==> config.mk <==
export PLATFORM = sky130hd
export DESIGN_NAME = alu_seq
export DESIGN_NICKNAME = d
export VERILOG_FILES = /design/src/rtl/alu_seq.sv
export SDC_FILE = /design/constraint.sdc
export NUM_CORES = 1
export LEC_CHECK = 0
export ABC_AREA = 1
export CORE_UTILIZATION = 50
export CTS_BUF_LIST = sky130_fd_sc_hd__clkbuf_4 sky130_fd_sc_hd__clkbuf_8
export DETAILED_ROUTE_END_ITERATION = 6
export PLACE_DENSITY = 0.73
export SLEW_MARGIN = 20
export SYNTH_ARGS = -nofsm -noshare
export SYNTH_HDL_FRONTEND = slang
export SYNTH_SLANG_ARGS = --single-unit
export TNS_END_PERCENT = 1
==> constraint.sdc <==
create_clock -name clk -period 3.3 [get_ports clk]
set_clock_uncertainty 0.1 [all_clocks]
set_input_delay 0.66 -clock clk [delete_from_list [all_inputs] [get_ports clk]]
set_output_delay 0.66 -clock clk [all_outputs]
set_load 0.05 [all_outputs]
==> src/rtl/alu_seq.sv <==
// Multi-cycle ALU: single-cycle arithmetic/logic/shift ops plus iterative
// shift-add multiply and restoring divide, with a registered flags register.
module alu_seq #(
  parameter int WIDTH = 8
) (
  input  logic             clk,
  input  logic             rst_n,
  input  logic             in_valid,
  output logic             in_ready,
  input  logic [3:0]       op,
  input  logic [WIDTH-1:0] a,
  input  logic [WIDTH-1:0] b,
  output logic             out_valid,
  output logic [WIDTH-1:0] out,
  output logic [7:0]       flags
);

  localparam int CW = $clog2(WIDTH + 1);

  localparam logic [3:0] OP_SUM  = 4'h0;
  localparam logic [3:0] OP_SUB  = 4'h1;
  localparam logic [3:0] OP_AND  = 4'h2;
  localparam logic [3:0] OP_OR   = 4'h3;
  localparam logic [3:0] OP_NOT  = 4'h4;
  localparam logic [3:0] OP_LSL  = 4'h5;
  localparam logic [3:0] OP_LSR  = 4'h6;
  localparam logic [3:0] OP_ID   = 4'h7;
  localparam logic [3:0] OP_MUL  = 4'h8;
  localparam logic [3:0] OP_DIVU = 4'h9;
  localparam logic [3:0] OP_REMU = 4'hA;
  localparam logic [3:0] OP_ADC  = 4'hB;
  localparam logic [3:0] OP_SBB  = 4'hC;

  typedef enum logic {IDLE, BUSY} state_t;

  state_t           r_state;
  state_t           w_nextState;
  logic [CW-1:0]    r_cnt;
  logic [3:0]       r_op;
  logic [WIDTH-1:0] r_a;
  logic [WIDTH-1:0] r_b;
  logic [WIDTH-1:0] r_hi;
  logic [WIDTH-1:0] r_lo;

  logic             w_accept;
  logic             w_isMulti;
  logic             w_lastIter;

  logic             w_cin;
  logic [WIDTH:0]   w_addRes;
  logic [WIDTH:0]   w_subRes;
  logic [WIDTH:0]   w_shlRes;
  logic [WIDTH:0]   w_shrRes;
  logic [WIDTH-1:0] w_scRes;
  logic             w_scCarry;
  logic             w_scOvf;
  logic             w_scLegal;

  logic [WIDTH:0]   w_mulSum;
  logic [WIDTH:0]   w_divShift;
  logic [WIDTH-1:0] w_divDiff;
  logic             w_divOk;
  logic [WIDTH-1:0] w_iterHi;
  logic [WIDTH-1:0] w_iterLo;
  logic [WIDTH-1:0] w_mcRes;
  logic             w_mcCarry;
  logic             w_mcDivZero;

  function automatic logic [7:0] packFlags(input logic [WIDTH-1:0] res,
                                           input logic carry,
                                           input logic ovf,
                                           input logic divZero);
    packFlags = {2'b00, divZero, ~^res, (res == '0), ovf, res[WIDTH-1], carry};
  endfunction

  assign in_ready   = (r_state == IDLE);
  assign w_accept   = in_valid & in_ready;
  assign w_isMulti  = (op == OP_MUL) || (op == OP_DIVU) || (op == OP_REMU);
  assign w_lastIter = (r_state == BUSY) && (r_cnt == CW'(WIDTH - 1));

  always_ff @(posedge clk or negedge rst_n) begin
    if (!rst_n) r_state <= IDLE;
    else        r_state <= w_nextState;
  end

  always_comb begin
    w_nextState = r_state;
    case (r_state)
      IDLE:    if (w_accept && w_isMulti) w_nextState = BUSY;
      BUSY:    if (w_lastIter) w_nextState = IDLE;
      default: w_nextState = IDLE;
    endcase
  end

  // Shifting an extra guard bit through makes the last bit shifted out fall
  // into the guard position, and any amount >= WIDTH naturally yields zero.
  assign w_cin    = flags[0] & ((op == OP_ADC) || (op == OP_SBB));
  assign w_addRes = {1'b0, a} + {1'b0, b} + {{WIDTH{1'b0}}, w_cin};
  assign w_subRes = {1'b0, a} - {1'b0, b} - {{WIDTH{1'b0}}, w_cin};
  assign w_shlRes = {1'b0, a} << b;
  assign w_shrRes = {a, 1'b0} >> b;

  always_comb begin
    w_scRes   = '0;
    w_scCarry = 1'b0;
    w_scOvf   = 1'b0;
    w_scLegal = 1'b1;
    case (op)
      OP_SUM, OP_ADC: begin
        w_scRes   = w_addRes[WIDTH-1:0];
        w_scCarry = w_addRes[WIDTH];
        w_scOvf   = (a[WIDTH-1] == b[WIDTH-1]) && (w_addRes[WIDTH-1] != a[WIDTH-1]);
      end
      OP_SUB, OP_SBB: begin
        w_scRes   = w_subRes[WIDTH-1:0];
        w_scCarry = w_subRes[WIDTH];
        w_scOvf   = (a[WIDTH-1] != b[WIDTH-1]) && (w_subRes[WIDTH-1] != a[WIDTH-1]);
      end
      OP_AND: w_scRes = a & b;
      OP_OR:  w_scRes = a | b;
      OP_NOT: w_scRes = ~a;
      OP_LSL: begin
        w_scRes   = w_shlRes[WIDTH-1:0];
        w_scCarry = w_shlRes[WIDTH];
      end
      OP_LSR: begin
        w_scRes   = w_shrRes[WIDTH:1];
        w_scCarry = w_shrRes[0];
      end
      OP_ID:   w_scRes = a;
      default: w_scLegal = 1'b0;
    endcase
  end

  // One iteration per busy cycle. MUL keeps {hi,lo} as the partial product
  // with the multiplier draining out of lo; DIVU/REMU keep the partial
  // remainder in hi and shift the dividend out of / quotient into lo.
  assign w_mulSum   = {1'b0, r_hi} + (r_lo[0] ? {1'b0, r_a} : '0);
  assign w_divShift = {r_hi, r_lo[WIDTH-1]};
  assign w_divOk    = (w_divShift >= {1'b0, r_b});
  assign w_divDiff  = w_divShift[WIDTH-1:0] - r_b;

  always_comb begin
    w_iterHi    = r_hi;
    w_iterLo    = r_lo;
    w_mcRes     = '0;
    w_mcCarry   = 1'b0;
    w_mcDivZero = 1'b0;
    if (r_op == OP_MUL) begin
      w_iterHi  = w_mulSum[WIDTH:1];
      w_iterLo  = {w_mulSum[0], r_lo[WIDTH-1:1]};
      w_mcRes   = w_iterLo;
      w_mcCarry = (w_iterHi != '0);
    end else begin
      w_iterHi    = w_divOk ? w_divDiff : w_divShift[WIDTH-1:0];
      w_iterLo    = {r_lo[WIDTH-2:0], w_divOk};
      w_mcRes     = (r_op == OP_REMU) ? w_iterHi : w_iterLo;
      w_mcDivZero = (r_b == '0);
    end
  end

  always_ff @(posedge clk or negedge rst_n) begin
    if (!rst_n) begin
      r_cnt     <= '0;
      r_op      <= '0;
      r_a       <= '0;
      r_b       <= '0;
      r_hi      <= '0;
      r_lo      <= '0;
      out_valid <= 1'b0;
      out       <= '0;
      flags     <= '0;
    end else begin
      out_valid <= 1'b0;
      if (r_state == IDLE) begin
        if (w_accept) begin
          if (w_isMulti) begin
            r_op  <= op;
            r_a   <= a;
            r_b   <= b;
            r_hi  <= '0;
            r_lo  <= (op == OP_MUL) ? b : a;
            r_cnt <= '0;
          end else begin
            out_valid <= 1'b1;
            out       <= w_scRes;
            if (w_scLegal) flags <= packFlags(w_scRes, w_scCarry, w_scOvf, 1'b0);
          end
        end
      end else begin
        r_hi  <= w_iterHi;
        r_lo  <= w_iterLo;
        r_cnt <= r_cnt + CW'(1);
        if (w_lastIter) begin
          r_cnt     <= '0;
          out_valid <= 1'b1;
          out       <= w_mcRes;
          flags     <= packFlags(w_mcRes, w_mcCarry, w_mcCarry, w_mcDivZero);
        end
      end
    end
  end

endmodule

# Yosys cells after proc, flatten, opt, wreduce, memory -nomap -nowiden
# Cells that the tools add are included.
# op_classes
add_sub_neg	7
n_lt_le_gt_ge	1
eq_ne	21
n_shift	2
n_mux	39
bitwise	6
reduce_logical	24
# op_table
cell	count
$mux 8	22
$pmux 8 s8	1
$eq 4x4->1 const B	7
$logic_not 8->1	3
$eq 4x3->1 const B	5
$add 8x8->9	2
$mux 4	4
$reduce_xnor 8->1	2
$reduce_or 10->1	1
$add 9x1->9	1
$ge 9x8->1	1
$mux 1	9
$shl 8x8->9	1
$shr 9x8->9	1
$sub 8x8->9	1
$sub 9x1->9	1
$and 8x8->8	1
$eq 4x2->1 const B	2
$not 8->8	1
$or 8x8->8	1
$reduce_bool 8->1	1
$sub 8x8->8	1
$reduce_and 3->1	2
$reduce_bool 2->1	3
other kinds (16)	26
# totals
ff_bits	58
in_bits	23
out_inout_bits	18
wordCells	110

# Logic depth before layout (Yosys ltp)
# logic_depth
depth_word	11
mapped_depth	22
mapped_depth_nobuf	22

# Worst setup path before layout
# No wires, ideal clock.
# synth_timing
kind	input to register
from	input op[2]
to	register flags[4]
setup_time_ns	0.082
arrival_ns	3.453
required_time_ns	3.118
slack_ns	-0.335
path_stages	20
path_buffers	0
cell_sequence	inv_1 nand2_1 nor2_1 o21ai_0 inv_1 fa_1 inv_1 ha_1 nor2_1 o21ai_0 nand3_1 nand2_1 nand2_1 nand3_1 nor3b_1 ha_1 xnor2_1 a21oi_1 o21ai_0 a31oi_1
# synth_via
elab_chain_len	10
elab_cells_between_ends	32
classes_between	add/sub: 2; eq/ne: 13; mux: 6; bitwise: 1; reduce/logical: 10
# synth_rtl
element	line_no	rtl
start, declared	10	input logic [3:0] op,
$eq 4x4->1	97, 108	
$logic_or 1x1->1	97	assign w_cin = flags[0] & ((op == OP_ADC) || (op == OP_SBB));
$and 1x1->1	97	
$sub 9x1->9 or $add 9x1->9 (tied branches)	99, 98	
$pmux 8 s8	108	case (op)
$reduce_xnor 8->1	73	packFlags = {2'b00, divZero, ~^res, (res == '0), ovf, res[WIDTH-1], carry};
$mux 8	187	if (w_scLegal) flags <= packFlags(w_scRes, w_scCarry, w_scOvf, 1'b0);
$mux 8	177	if (w_isMulti) begin
$mux 8	176	if (w_accept) begin
$mux 8	175	if (r_state == IDLE) begin
end signal, assigned	187	
end signal, assigned	198	flags <= packFlags(w_mcRes, w_mcCarry, w_mcCarry, w_mcDivZero);
end, declared	15	output logic [7:0] flags
# Several ways; a longest one is shown, not always the timed one. The select of a mux whose other input is x is not followed.
# A chain may end at the register's enable or synchronous reset.

# Final worst setup path
# layout_timing
from	input b[4]
to	register flags[4]
# layout_via
elab_chain_len	8
elab_cells_between_ends	14
classes_between	add/sub: 4; shift: 2; mux: 5; bitwise: 2; reduce/logical: 1
# layout_rtl
element	line_no	rtl
start, declared	12	input logic [WIDTH-1:0] b,
$sub 8x8->9 or $add 8x8->9 (tied branches)	99, 98	
$sub 9x1->9 or $add 9x1->9 (tied branches)	99, 98	
$pmux 8 s8 *	108	
$reduce_xnor 8->1 *	73	
$mux 8 *	187	
$mux 8 *	177	
$mux 8 *	176	
$mux 8 *	175	
# Every way passes the cells marked *; elsewhere a longest branch is shown, timed or not. The select of a mux whose other input is x is not followed.

==> run_results.csv <==
group,metric,value,unit
outcome,status,"finished, violations left",
outcome,violations,"DRC",
yosys,synth_cells,930,
setup_path,path_cells,"clkdlybuf4s50_1, inv_1, ha_4, ha_4, nand2_1, or2_2, nand3_1, nand2_1, nand3_1, nand2_1, nor2_2, and2_4, ha_4, xnor2_2, a21oi_1, o21ai_1, a31oi_1",
place,numPortBuffers,38,
setup_path,end_kind,"flip-flop",
drt,drc,8,
clocking,root_buffer,"clkbuf_8",
place,gp_congestion,0.991,
yosys,synthArstFlopShare,100,%
floorplanning,die_area,12500,um2
grt,grt_overflow,0,
clocking,cts_max_level,2,
setup_path,reg2reg_setup_slack,0.18,ns
power_and_ir_drop,netSwitchingFraction,53.1,%
setup_path,cp_top_family,"simple AND/OR/NAND/NOR gates",
worst_hold_path,hp-class,"in -> async",
setup_path,crit_required,3.45,ns
layout,stdcell_count,1236,
yosys,synth_edf_count,0,
grt,grt_util_all_layers,35.2,%
setup_path,slowest_delay,0.51,ns
layout,syn_to_final_growth,30.9,%
power_and_ir_drop,intPower,0.00291,W
setup_path,worst-path-max-fanout,3,
setup_path,worst_path_max_delay_cell,"clkdlybuf4s50_1",
layout,drive_above_1_share,20.4,%
clocking,clk_pin_slew,0.11,ns
drt,finalWirelength,21100,um
timing,hold_viol,0,
clocking,cts_tree,"built",
place,post-place-cells,1222,
floorplanning,design.portCount,41,
clocking,numCtsBuffers,5,
grt,grt_pass1_vias,6797,
layout,fin_nets,1175,
power_and_ir_drop,pwr_density_cell,785,nW/um2
clocking,cts_sinks,56,
grt,grt_max_degree,47,
setup_path,worstSetupPathType,"in -> reg",
drt,ant_nets,0,
yosys,syn_area,6030,um2
power_and_ir_drop,clockPowerShare,7.6,%
setup_path,cp.arrival,3.45,ns
drt,drt-initial-drc-count,547,
timing,timing.hold.ws,0.229,ns
run,maxCapViolations,0,
grt,grt_pass1_wl,34300,um
drt,routed_via_density,5.61,
yosys,synth_ff_type,"dfrtp_1",
floorplanning,start_util,52.1,%
timing,maxSlewHeadroom,59.5,%
power_and_ir_drop,seqPwrFrac,20.1,%
clocking,clockBufferDepth,2,
setup_path,crit_buf_inv,2,
drt,dr.pass1.iters,7,
drt,avgRoutedWirePerCell,17.1,um
grt,antenna_found_initial,1,
drt,vias,6932,
timing,rsz0062_at_grt,"yes",
power_and_ir_drop,ir_drop,0.392,mV
timing,fmax,304,MHz
power_and_ir_drop,power.total,0.00620,W
power_and_ir_drop,p_comb_share,72.3,%
floorplanning,core,11600,um2
timing,worst_pin_slew,0.605,ns
place,dpl.hpwl,17100,um
clocking,clock_latency,0.33,ns
yosys,yosys_warnings,0,
power_and_ir_drop,netSwitchingPower,0.00329,W
setup_path,cp-start-kind,"input port",
yosys,synth_cell_types,48,
place,place_area,7520,um2
yosys,avgSynthCellArea,6.48,um2
timing,finalSetupViolations,0,
yosys,ys_seq_area_share,23.2,%
yosys,ys_ff_latch,56,
power_and_ir_drop,power_leakage,4.12,nW
timing,drv_slew,0,
floorplanning,die_h,112,um
layout,final_area,7890,um2
timing,period_needed,3.29,ns
floorplanning,fp-row-count,39,
floorplanning,die_x,112,um
timing,finalCritPeriodShare,99.8,%
power by group through the flow:
| stage | clock network (W) | registers [W] | logic, W |
|---|---|---|---|
| 2_1_floorplan | 0 | 0.00146 | 0.00280 |
| 5_1_grt | 0.000498 | 0.00127 | 0.00497 |
| 6_report | 0.000473 | 0.00124 | 0.00448 |
| 4_1_cts | 0.000474 | 0.00124 | 0.00439 |
| 3_3_place_gp | 0 | 0.00124 | 0.00421 |
| 3_5_place_dp | 0 | 0.00125 | 0.00427 |
cell usage after synthesis (all sizes together) (3+ instances only):
cell type / number / area, um2
nand2: 236 / 901
inv: 141 / 529
nand3: 117 / 591
nor2: 75 / 317
o21ai: 64 / 320
dfrtp: 56 / 1400
ha: 55 / 688
a21oi: 42 / 210
nand4: 27 / 169
buf: 17 / 109
o22ai: 13 / 81.3
clkbuf: 10 / 47.5
xnor2: 8 / 70.1
o221ai: 7 / 61.3
xor2: 7 / 61.3
fa: 6 / 120
nand3b: 6 / 45.0
o211ai: 6 / 45.0
and2: 5 / 33.8
a21boi: 4 / 30.0
a21o: 3 / 22.5
a31oi: 3 / 18.8
o21a: 3 / 22.5
or2: 3 / 18.8
registers in the layout, indices dropped and copies added, names as in the netlist:
signal     count
out_valid      1
r_cnt          4
r_lo           8
r_b            8
r_state        1
out            8
r_a            8
flags          6
r_hi           8
r_op           4
worst paths after layout:
kind | startpoint | to | cells after the start
max in group asynchronous | rst_n | out[1]$_DFFE_PN0P_ | 2
min in group clk | out[1]$_DFFE_PN0P_ | out[1]$_DFFE_PN0P_ | 2
worst min register to register | out[1]$_DFFE_PN0P_ | out[1]$_DFFE_PN0P_ | 2
worst max register to register | flags[0]$_DFFE_PN0P_ | flags[4]$_DFFE_PN0P_ | 19
worst min-delay path | rst_n | r_hi[0]$_DFFE_PN0P_ | 1
worst max-delay path | b[4] | flags[4]$_DFFE_PN0P_ | 17
cells by family after synthesis:
family / Yosys count / synth area share [%]
muxes: 1 / 0.166
DFF: 56 / 23.2
xor gates and xnor gates: 15 / 2.18
other: 1 / 0.0622
and+or+nand+nor: 474 / 34.9
AOI/OAI and AO/OA: 154 / 14.7
adders and majority gates: 61 / 13.4
buffers and inverters: 168 / 11.4
cell type report:
class,instances,area (um2)
inverter,141,529
clock buffer,5,68.8
fill,1029,3680
sequential,56,1400
timing repair buffer,180,1450
clock inverter,3,46.3
antenna,1,2.50
tap,143,179
multi-input combinational,707,4210
layout by cell type, fill, tap and decap left out, types with 4 or more instances in the layout:
cell type / netlist / routed
nand2_1: 232 / 230
buf_4: 5 / 145
inv_1: 138 / 130
nand3_1: 116 / 114
nor2_1: 65 / 59
o21ai_0: 60 / 56
dfrtp_1: 56 / 56
ha_1: 55 / 45
a21oi_1: 42 / 39
nand4_1: 27 / 27
clkdlybuf4s50_1: 0 / 27
o22ai_1: 13 / 13
inv_2: 3 / 11
nor2_2: 8 / 11
ha_4: 0 / 9
xnor2_1: 8 / 7
o221ai_1: 7 / 7
o211ai_1: 6 / 6
o21ai_1: 4 / 6
xor2_1: 7 / 6
nand3b_1: 6 / 6
nor2_4: 2 / 5
clkbuf_8: 1 / 5
dlygate4sd2_1: 0 / 4
routing by layer:
layer	wire length (um)	global-route usage, %
met1	8740	44.4
met2	9990	59.5
met3	1340	3.70
met4	1060	18.4
met5	0	0
worst register-to-register path, delay by kind of cell (launching register included):
family,cells,cell delay [ns]
AO/OA/AOI/OAI,6,0.60
buffers and inverters,3,0.17
flip-flops,1,0.50
XOR/XNOR,1,0.14
adder cells (fa/ha/maj),3,0.97
AND/OR/NAND/NOR,6,0.52
per-stage QoR:
| stage | util, % | setup TNS, ns | setup WS, ns |
|---|---|---|---|
| after detailed placement | 65.0 | -5.71 | -0.972 |
| after floorplan | - | -0.0925 | -0.0925 |
| after global routing | 68.2 | -0.210 | -0.138 |
| after CTS | 67.7 | 0 | 0.00505 |
| after global placement | 65.0 | -4.86 | -0.872 |
| final | 68.2 | 0 | 0.00795 |
what timing repair did:
| item | 4_1_cts | 5_1_grt |
|---|---|---|
| gates resized for setup | 59 | 11 |
| hold buffers | 0 | 0 |
| pin swaps | 23 | 11 |
| endpoints found under the hold margin | 0 | 0 |
| setup endpoints to repair | 7 | 2 |
| buffers inserted | 3 | 2 |
No activity file was read; power rests on OpenSTA's default activity.
